$ cat config.mk
export PLATFORM = sky130hd
export DESIGN_NAME = pipeline_hazard_ctrl
export DESIGN_NICKNAME = d
export VERILOG_FILES = /design/src/rtl/pipeline_hazard_ctrl.sv
export SDC_FILE = /design/constraint.sdc
export NUM_CORES = 1
export LEC_CHECK = 0
export ABC_AREA = 1
export CORE_AREA = 4 4 53 55
export DETAILED_ROUTE_END_ITERATION = 12
export DIE_AREA = 0 0 57 59
export GPL_TIMING_DRIVEN = 1
export PLACE_DENSITY = 0.8
export SLEW_MARGIN = 20
export SYNTH_ARGS = -nofsm -noshare
export SYNTH_HDL_FRONTEND = slang
export SYNTH_SLANG_ARGS = --single-unit
export TNS_END_PERCENT = 50
$ cat constraint.sdc
create_clock -name vclk -period 1.9
set_input_delay 0.38 -clock vclk [all_inputs]
set_output_delay 0.38 -clock vclk [all_outputs]
set_load 0.03 [all_outputs]
$ cat src/rtl/pipeline_hazard_ctrl.sv
// pipeline_hazard_ctrl: forwarding, stall/flush and mult/div occupancy control; MULDIV_EN builds the mult/div tracker.
module pipeline_hazard_ctrl #(
  parameter int MULDIV_CYCLES = 8
) (
  input  logic       clk,
  input  logic       rst_n,
  input  logic [4:0] RsD,
  input  logic [4:0] RtD,
  input  logic [4:0] RsE,
  input  logic [4:0] RtE,
  input  logic [4:0] WriteRegE,
  input  logic [4:0] WriteRegM,
  input  logic [4:0] WriteRegW,
  input  logic       RegWriteE,
  input  logic       RegWriteM,
  input  logic       RegWriteW,
  input  logic       MemtoRegE,
  input  logic       MemtoRegM,
  input  logic       BranchD,
  input  logic       PCSrcD,
  input  logic       MulDivStartE,
  input  logic       MulDivOpD,
  output logic       StallF,
  output logic       StallD,
  output logic       FlushD,
  output logic       FlushE,
  output logic       ForwardAD,
  output logic       ForwardBD,
  output logic [1:0] ForwardAE,
  output logic [1:0] ForwardBE,
  output logic       MulDivBusy,
  output logic       MulDivDone
);
  logic lwstall, branchstall, mdstall, stall;
  function automatic logic hit(input logic [4:0] src, input logic [4:0] dst);
    return src != 5'd0 && src == dst;
  endfunction
  assign ForwardAE = (RegWriteM && hit(RsE, WriteRegM)) ? 2'b10 :
                     (RegWriteW && hit(RsE, WriteRegW)) ? 2'b01 : 2'b00;
  assign ForwardBE = (RegWriteM && hit(RtE, WriteRegM)) ? 2'b10 :
                     (RegWriteW && hit(RtE, WriteRegW)) ? 2'b01 : 2'b00;
  assign ForwardAD = RegWriteM && hit(RsD, WriteRegM);
  assign ForwardBD = RegWriteM && hit(RtD, WriteRegM);
  assign lwstall = MemtoRegE && (hit(RsD, RtE) || hit(RtD, RtE));
  assign branchstall = BranchD &&
    ((RegWriteE && (hit(RsD, WriteRegE) || hit(RtD, WriteRegE))) ||
     (MemtoRegM && (hit(RsD, WriteRegM) || hit(RtD, WriteRegM))));
  assign stall = lwstall | branchstall | mdstall;
  assign StallF = stall;
  assign StallD = stall;
  assign FlushE = stall;
  assign FlushD = PCSrcD && !stall;
`ifdef MULDIV_EN
  localparam int CW = $clog2(MULDIV_CYCLES);
  localparam logic [CW-1:0] RELOAD = CW'(MULDIV_CYCLES - 1);
  typedef enum logic {IDLE, BUSY} state_t;
  state_t state, state_nx;
  logic [CW-1:0] cnt, cnt_nx;
  logic done_nx;
  always_ff @(posedge clk or negedge rst_n) begin
    if (!rst_n) begin
      state      <= IDLE;
      cnt        <= '0;
      MulDivDone <= 1'b0;
    end else begin
      state      <= state_nx;
      cnt        <= cnt_nx;
      MulDivDone <= done_nx;
    end
  end
  // a start while busy (legal only at cnt==0) always restarts the count
  always_comb begin
    done_nx  = state == BUSY && cnt == '0;
    state_nx = (MulDivStartE || (state == BUSY && cnt != '0)) ? BUSY : IDLE;
    cnt_nx   = MulDivStartE ? RELOAD : (state == BUSY && cnt != '0) ? cnt - CW'(1) : '0;
  end
  assign MulDivBusy = state == BUSY;
  assign mdstall = MulDivOpD && (MulDivBusy || MulDivStartE);
`else
  logic unused_md;
  assign unused_md = ^{clk, rst_n, MulDivStartE, MulDivOpD};
  assign MulDivBusy = 1'b0;
  assign MulDivDone = 1'b0;
  assign mdstall = 1'b0;
`endif
endmodule

==> metrics.md <==
| Metric | Value |
|---|---|
| Status | finished clean |
| PortBufs | 52 |
| Largest net degree at the start of global routing | 7 |
| Cell-internal power | 0.178 mW |
| Area occupied by registers | 0 sq um |
| Synth cell types | 23 |
| Number of sequential cells | 0 |
| Max-slew violations | 0 |
| Placed cell area | 1510 sq um |
| RSZ-0062 raised after global routing | yes |
| Post-layout util | 66.6% |
| VDD IR max | 0.123 mV |
| Startpoint Class | input port |
| Power per Cell Area | 227 nW/um^2 |
| # Max-Cap Violations | 0 |
| Total global routing track utilization | 17.5% |
| Initial antenna violation count | 0 |
| Die Y | ~59 microns |
| Overflow after GRT | 0 |
| CP arrival | 1.49 ns |
| Number of I/O pins | 58 |
| Vias per cell | 4.56 |
| Die ar. | 3360 sq um |
| Max Freq | 534 MHz |
| WHS | 1.24 ns |
| Initial Util | between 30% and 40% |
| Critical path data required time | ~1.5 ns |
| Sequential power share | 0% |
| Filler instances | 224 |
| Leakage | 0.819 nW |
| Mapped Area | 856 sq um |
| Net Sw Frac | 50.8% |
| Post-route cell area | 1590 sq um |
| First-pass DRT Iterations | 4 |
| Post-layout net count | roughly 270 |
| Setup violations, final | 0 |
| Ant. Diodes | 0 |
| Ys Warns | 0 |
| Worst Hold Path Cells | 5 |
| Total negative setup slack | 0 ns |
| RePlAce Congestion | ~0.89 |
| Final Hold Fails | 0 |
| Net Switching | 0.184 mW |
| Post-DRT Antenna Nets | 0 |
| Crit end category | output port |
| Hold Path Class | in2out |
| Wirelength per Cell | 12.1 microns |
| Max FO, Critical Path | 5 |
| Crit path kind | in2out |
| Syn_area_per_cell | 5.38 sq um |
| Clkbuf count | 0 |
| Post-Synthesis Cells | 159 |
| Fin crit period | 1.87 ns |
| DR vias | 1167 |
| Fin crit share | a little over nine tenths |
| First-pass GRT wire length | 4910 microns |
| Layout cell share with drive strength beyond 1 | a little under half |
| Final Routed Wirelength | 3090 microns |
| DRC Markers | 0 |
| Core outline area | approximately 2400 sq um |
| Gate power share | 100.0% |
| Number of DRC markers in iteration 0 | 34 |
| Post-CTS Setup Inserts | 0 |
| Core Rows | 18 |
| Vias in the first global route | 1138 |
| Sequential share of the synthesized area | 0% |
| Clock group share of total power | 0% |
| Post-DP HPWL | 2450 microns |
| Die span in x | between 50 and 60 microns |
| Footprint of the multi-input gates | roughly 890 sq um |
| Area growth syn-to-layout | 85.8% |
metal layers:
| layer | vias to the layer above | GRT usage [%] | share of wire (%) | routed length, microns |
|---|---|---|---|---|
| met4 | 0 | 0.993 | 0 | 0 |
| met3 | 0 | 1.31 | 3.4 | 106 |
| met2 | 21 | 32.3 | 54 | 1670 |
| met1 | 521 | 23.3 | 43 | 1320 |
| met5 | - | 0 | 0 | 0 |
| li1 | 625 | - | - | - |
layout make-up:
type	count	share of cell area, %
Multi-Input combinational cell	133	56.1
Timing Repair Buffer	73	36.8
Inverter	20	4.72
Tap cell	30	2.36
worst max-delay path, stage by stage:
cell and delay, ns:
buf_2 0.15, xnor2_1 0.16, nand2_1 0.09, nor2_2 0.12
nand2_2 0.08, nand2_2 0.08, nand2_2 0.05, nand2_2 0.06
nand2_2 0.06, nand2_4 0.09, nor2_4 0.04, buf_6 0.13
timing repair:
action | 4_1_cts | 5_1_grt
hold buffers | 0 | 0
pin swaps | 28 | 42
gates resized for setup | 108 | 85
endpoints found under the setup margin | 10 | 9
cells in the mapped netlist, drive strengths merged:
| library cell | instances | area share [%] |
|---|---|---|
| o21ai | 6 | 3.5 |
| xor2 | 16 | 16 |
| inv | 20 | 8.8 |
| nand4 | 2 | 1.5 |
| nand2 | 44 | 20 |
| buf | 7 | 6.0 |
| nor4 | 4 | 2.9 |
| a21oi | 2 | 1.2 |
| conb | 1 | 0.44 |
| nand3 | 6 | 3.5 |
| o22ai | 2 | 1.5 |
| or2 | 4 | 2.9 |
| nor2 | 23 | 10 |
| xnor2 | 17 | 17 |
| a211oi | 2 | 1.8 |
| nor3 | 3 | 1.8 |
layout by cell type, fill, tap and decap left out, drive strengths merged:
cell type,netlist,final
a211oi,2,2
a21oi,2,2
buf,7,50
clkbuf,0,8
clkdlybuf4s15,0,1
clkdlybuf4s50,0,5
conb,1,2
dlygate4sd2,0,8
dlymetal6s2s,0,1
inv,20,20
nand2,44,44
nand3,6,6
nand4,2,2
nor2,23,23
nor3,3,3
nor4,4,4
o21ai,6,6
o22ai,2,2
or2,4,4
xnor2,17,17
xor2,16,16
power groups by stage:
stage	Clock, mW	Combinational (mW)	Sequential (mW)
final	0	0.361	0
after global routing	0	0.391	0
after CTS	0	0.316	0
after detailed placement	0	0.332	0
after global placement	0	0.327	0
after floorplan	0	0.161	0
final timing paths:
kind         start           end  slack (ns)
min   WriteRegM[1]  ForwardBE[1]        1.24
max         RsD[3]        FlushD        0.03
through the flow:
step	total power, mW	setup slack (ns)	std cells
after floorplan	0.161	-0.102	160
after global placement	0.327	-0.412	256
after detailed placement	0.332	-0.447	256
after CTS	0.316	0.000498	256
after global routing	0.391	-0.0682	256
final	0.361	0.0259	256
logic make-up (layout without fill, tap and decap cells):
| kind of cell | after synthesis | in the layout | share of synthesized area (%) |
|---|---|---|---|
| AOI/OAI and AO/OA | 12 | 12 | 7.89 |
| buffers and inverters | 27 | 93 | 14.8 |
| other | 1 | 2 | 0.438 |
| and+or+nand+nor | 86 | 86 | 43.1 |
| xor gates and xnor gates | 33 | 33 | 33.8 |
No activity file was read; power rests on OpenSTA's default activity.
